<file path="config.mk">
export PLATFORM = sky130hd
export DESIGN_NAME = freq_bcd_display
export DESIGN_NICKNAME = d
export VERILOG_FILES = /design/src/rtl/freq_pkg.sv /design/src/rtl/seg7_decode.sv /design/src/rtl/freq_bcd_display.sv
export SDC_FILE = /design/constraint.sdc
export NUM_CORES = 1
export LEC_CHECK = 0
export ABC_AREA = 1
export CAP_MARGIN = 20
export CORE_ASPECT_RATIO = 1.4
export CORE_MARGIN = 2
export CORE_UTILIZATION = 35
export DETAILED_ROUTE_END_ITERATION = 8
export GPL_ROUTABILITY_DRIVEN = 0
export GPL_TIMING_DRIVEN = 0
export PLACE_DENSITY = 0.53
export SLEW_MARGIN = 20
export SYNTH_ARGS = -nofsm -noshare
export SYNTH_HDL_FRONTEND = slang
export SYNTH_SLANG_ARGS = --single-unit
</file>
<file path="constraint.sdc">
create_clock -name clk -period 2.42 [get_ports clk]
set_clock_uncertainty 0.15 [all_clocks]
set_input_delay 0.363 -clock clk [delete_from_list [all_inputs] [get_ports clk]]
set_output_delay 0.363 -clock clk [all_outputs]
set_load 0.05 [all_outputs]
</file>
<file path="src/rtl/freq_pkg.sv">
// ============================================================================
// Module      : freq_pkg
// Description : Shared seven-segment constants, limits and FSM state encoding
//               for the frequency meter display path.
// Revision    : 1.0 - initial release
// ============================================================================
`default_nettype none

package freq_pkg;

    localparam int NUM_DIGITS  = 6;
    localparam int MAX_DISPLAY = 999999;

    // Active-low segments, bit order {g,f,e,d,c,b,a}
    localparam logic [6:0] SEG_DIGIT [0:9] = '{
        7'h40, 7'h79, 7'h24, 7'h30, 7'h19,
        7'h12, 7'h02, 7'h78, 7'h00, 7'h10
    };
    localparam logic [6:0] SEG_BLANK = 7'h7F;
    localparam logic [6:0] SEG_DASH  = 7'h3F;

    typedef enum logic [1:0] {
        ST_IDLE    = 2'd0,
        ST_CONVERT = 2'd1,
        ST_UPDATE  = 2'd2
    } state_t;

endpackage

`default_nettype wire

</file>
<file path="src/rtl/seg7_decode.sv">
// ============================================================================
// Module      : seg7_decode
// Description : BCD nibble to active-low seven-segment pattern, with blanking.
// Revision    : 1.0 - initial release
// ============================================================================
`default_nettype none

module seg7_decode
    import freq_pkg::*;
(
    input  logic [3:0] i_bcd,
    input  logic       i_blank,
    output logic [6:0] o_seg
);

    always_comb begin
        o_seg = SEG_DASH;
        if (i_blank) begin
            o_seg = SEG_BLANK;
        end else if (i_bcd <= 4'd9) begin
            o_seg = SEG_DIGIT[i_bcd];
        end
    end

endmodule

`default_nettype wire

</file>
<file path="src/rtl/freq_bcd_display.sv">
// ============================================================================
// Module      : freq_bcd_display
// Description : Iterative double-dabble conversion of the frequency count to
//               six registered seven-segment digits with overflow display.
// Revision    : 1.0 - initial release
// ============================================================================
`default_nettype none

module freq_bcd_display
    import freq_pkg::*;
#(
    parameter int WIDTH    = 20,
    parameter int BLANK_LZ = 1
) (
    input  logic             clk,
    input  logic             rst,
    input  logic [WIDTH-1:0] value,
    input  logic             value_valid,
    output logic             busy,
    output logic             overflow,
    output logic [6:0]       disp1,
    output logic [6:0]       disp2,
    output logic [6:0]       disp3,
    output logic [6:0]       disp4,
    output logic [6:0]       disp5,
    output logic [6:0]       disp6
);

    localparam logic [WIDTH-1:0] c_max_value = WIDTH'(MAX_DISPLAY);
    localparam logic [5:0]       c_last_iter = 6'(WIDTH - 1);

    state_t           r_state;
    state_t           w_next;
    logic [WIDTH-1:0] r_shift;
    logic [23:0]      r_bcd;
    logic [5:0]       r_cnt;
    logic             r_ovf_pend;
    logic             r_overflow;
    logic [6:0]       r_disp [NUM_DIGITS];
    logic [6:0]       w_seg  [NUM_DIGITS];
    logic [NUM_DIGITS-1:0] w_blank;
    logic             w_lead;
    logic             w_too_big;
    logic [19:0]      w_bcd_adj;
    logic [2:0]       w_adj_top;

    assign w_too_big = (value > c_max_value);

    // Add-3 on the lower five nibbles; the top nibble's MSB is shifted out,
    // so only its low three bits are kept (the range pre-check makes it zero).
    for (genvar gi = 0; gi < NUM_DIGITS - 1; gi++) begin : g_adj
        assign w_bcd_adj[gi*4 +: 4] = (r_bcd[gi*4 +: 4] >= 4'd5)
                                    ? r_bcd[gi*4 +: 4] + 4'd3
                                    : r_bcd[gi*4 +: 4];
    end
    assign w_adj_top = (r_bcd[23:20] >= 4'd5) ? r_bcd[22:20] + 3'd3 : r_bcd[22:20];

    always_ff @(posedge clk) begin
        if (rst) begin
            r_state <= ST_IDLE;
        end else begin
            r_state <= w_next;
        end
    end

    always_comb begin
        w_next = r_state;
        case (r_state)
            ST_IDLE:    if (value_valid) w_next = w_too_big ? ST_UPDATE : ST_CONVERT;
            ST_CONVERT: if (r_cnt == c_last_iter) w_next = ST_UPDATE;
            ST_UPDATE:  w_next = ST_IDLE;
            default:    w_next = ST_IDLE;
        endcase
    end

    // A digit is blanked only while it and every higher digit are zero.
    always_comb begin
        w_blank = '0;
        w_lead  = (BLANK_LZ != 0);
        for (int i = NUM_DIGITS - 1; i >= 1; i--) begin
            w_lead     = w_lead && (r_bcd[i*4 +: 4] == 4'd0);
            w_blank[i] = w_lead;
        end
    end

    for (genvar gi = 0; gi < NUM_DIGITS; gi++) begin : g_dig
        seg7_decode u_dec (
            .i_bcd   (r_bcd[gi*4 +: 4]),
            .i_blank (w_blank[gi]),
            .o_seg   (w_seg[gi])
        );
    end

    always_ff @(posedge clk) begin
        if (rst) begin
            r_shift    <= '0;
            r_bcd      <= '0;
            r_cnt      <= '0;
            r_ovf_pend <= 1'b0;
            r_overflow <= 1'b0;
            r_disp[0]  <= SEG_DIGIT[0];
            for (int i = 1; i < NUM_DIGITS; i++) begin
                r_disp[i] <= (BLANK_LZ != 0) ? SEG_BLANK : SEG_DIGIT[0];
            end
        end else begin
            case (r_state)
                ST_IDLE: begin
                    if (value_valid) begin
                        r_ovf_pend <= w_too_big;
                        r_shift    <= value;
                        r_bcd      <= '0;
                        r_cnt      <= '0;
                    end
                end
                ST_CONVERT: begin
                    r_bcd   <= {w_adj_top, w_bcd_adj, r_shift[WIDTH-1]};
                    r_shift <= {r_shift[WIDTH-2:0], 1'b0};
                    r_cnt   <= r_cnt + 6'd1;
                end
                ST_UPDATE: begin
                    r_overflow <= r_ovf_pend;
                    for (int i = 0; i < NUM_DIGITS; i++) begin
                        r_disp[i] <= r_ovf_pend ? SEG_DASH : w_seg[i];
                    end
                end
                default: ;
            endcase
        end
    end

    assign busy     = (r_state != ST_IDLE);
    assign overflow = r_overflow;
    assign disp1    = r_disp[0];
    assign disp2    = r_disp[1];
    assign disp3    = r_disp[2];
    assign disp4    = r_disp[3];
    assign disp5    = r_disp[4];
    assign disp6    = r_disp[5];

endmodule

`default_nettype wire

</file>
==> flow_metrics.tcl <==
set metrics [dict create \
    status "finished clean" \
    drive_above_1_share_pct 7.03 \
    drt_iter0_markers 165 \
    gr-total-overflow 0 \
    wl_per_cell_um 12.9 \
    powerDensity_mw_per_mm2 544 \
    ys.flop_type "dfxtp_1" \
    maxCapViolCount 0 \
    grt_pass1_wl_um 19900 \
    fin_area_mm2 0.00624 \
    fin_nets 773 \
    synth.cells.most_frequent "nand2_1, inv_1, dfxtp_1" \
    rows 52 \
    clock_sinks 96 \
    cts_buffers 9 \
    grt_setup_unrepaired "false" \
    core_mm2 0.0143 \
    die_y_um 147 \
    groute.usage.overall_pct 15.9 \
    post_cts_resized 0 \
    clkLatencyLatePin_ps 350 \
    port_buffers 65 \
    synth_edf_count 42 \
    vias 4448 \
    timing.hold.ws_ps 226 \
    min_from "rst" \
    critPathLaunchType "flop" \
    hold_viol 0 \
    cts_tree "built" \
    synth_area_mm2 0.00508 \
    synth-seq-cells 96 \
    htreeDepth 3 \
    power_leakage_nw 2.44 \
    diodes 0 \
    synth_largest_area_cell "edfxtp_1" \
    drtPass1Iterations 4 \
    wl_um 11800 \
    dpl.hpwl_um 8890 \
    ir_worst_vdd_mv 0.291 \
    cts_root_buf "clkbuf_16" \
    die-area_mm2 0.0155 \
    slew_viol_final 0 \
    cp.arrival_ps 1730 \
    placed_cell_area_mm2 0.00599 \
    area.growth.synth_to_final_pct 22.9 \
    totalPowerFinal_mw 3.40 \
    crit_start "r_state[1]$_SDFFE_PP0P_" \
    post_cts_buffers 0 \
    min_path_cells 2 \
    hold_path_class "in -> reg" \
    r2r_start "r_bcd[20]$_SDFFE_PP0P_" \
    finalCritPeriodShare_pct 92.8 \
    finalCriticalPeriod_ps 2250 \
    netlist_top_cells_area "edfxtp_1, dfxtp_1, nand2_1" \
    fp.dieW_um 106 \
    ant_nets 0 \
    grt_max_degree 30 \
    crit_required_ps 1910 \
    initial_core_util_pct 35.5 \
    tightestPinTransition_ps 578 \
    cts_buffer_depth 2 \
    crit_path_end_kind "primary output" \
    crit_type "reg -> out" \
    yosysTopAreaCellShare_pct 24.8 \
    grt_pass1_vias 4326 \
    pin_count 67 \
    synthDistinctLibCells 35 \
    synth.most_common_cell "nand2_1" \
    yosys_warnings 0 \
    antenna_found_initial 0 \
    crit_fanout 4 \
    syn_avg_cell_area_um2 7.90 \
    setup_viol 0 \
    ys_seq_area_share_pct 46.1 \
    synth_nets 696 \
    cts_hold_buf 0 \
    clkTransAtPathRegs_ps 60 \
    ff2ff_path_depth 6 \
    via_per_inst 4.87 \
    fmax_mhz 445 \
    relSlewSlack_pct 61.4 \
    drc 0 \
    synth_cells 643 \
    async_flop_share_pct 0 \
]
-- cells in the final DEF, fill, tap and decap left out, types with 9 or more instances in the layout --
cell type,n
edfxtp_1,42
a21oi_1,43
o21ai_0,51
dfxtp_1,54
clkdlybuf4s50_1,65
ha_1,30
inv_1,55
nor2_1,29
inv_2,10
a31oi_1,22
clkbuf_16,9
nand4_1,10
nand3_1,49
clkbuf_1,13
nand2_1,188
-- routing by layer --
metal / part of all wire, % / wire length, um / up-vias / global-route usage, %
li1: - / - / 2312 / -
met4: 1.5 / 180 / 0 / 5.79
met2: 53 / 6280 / 80 / 30.2
met3: 2.8 / 334 / 13 / 2.37
met1: 42 / 4970 / 2043 / 17.7
met5: 0 / 0 / - / 0
-- where the power goes --
part           switching (mW)  internal, mW
clock                   0.594         0.690
combinational           0.230         0.118
sequential             0.0269          1.74
-- worst max-delay path, cell delays in order (launching register included) --
cell and delay, ps:
dfxtp_1 420, nor2_1 100, inv_1 80, clkdlybuf4s50_1 800
-- cell type report --
type / instances / area [um2]
Buffer: 23 / 118
Clock buffer: 13 / 240
Clock inverter: 3 / 12.5
Fill cell: 1478 / 8070
Inverter: 65 / 244
Multi-Input combinational cell: 459 / 2380
Sequential cell: 96 / 2340
Tap cell: 189 / 236
Timing Repair Buffer: 66 / 671
-- logic make-up (layout without fill, tap and decap cells) --
kind of cell / after synthesis / after routing / share of synthesized area, %
AO/OA/AOI/OAI: 135 / 135 / 14.5
adder cells (fa/ha/maj): 30 / 30 / 7.39
flip-flops: 96 / 96 / 46.1
AND/OR/NAND/NOR: 294 / 294 / 24.9
buffers and inverters: 88 / 170 / 7.11
-- flip-flops by register name, indices dropped and copies added (netlist names) --
signal and count:
r_ovf_pend 1, r_disp 42, overflow 1, r_shift 20
r_state 2, r_bcd 24, r_cnt 6
-- per-stage QoR --
stage          TNS [ps]  std cells  util [%]  worst slack, ps
4_1_cts               0        914      43.6              177
3_3_place_gp     -24890        897      41.7             -597
5_1_grt               0        914      43.6              111
6_report              0        914      43.6              173
3_5_place_dp          0        898      41.9              300
2_1_floorplan         0        643         -              141
-- worst paths after layout --
check | endpoint | slack, ps
hold / removal | r_shift[14]$_SDFFE_PP0P_ | 230
setup / recovery | busy | 170
setup reg to reg | r_disp[5][2]$_SDFFCE_PP1P_ | 510
hold reg to reg | r_shift[0]$_SDFFE_PP0P_ | 320
Note: power is estimated with default switching activity, not from simulation.
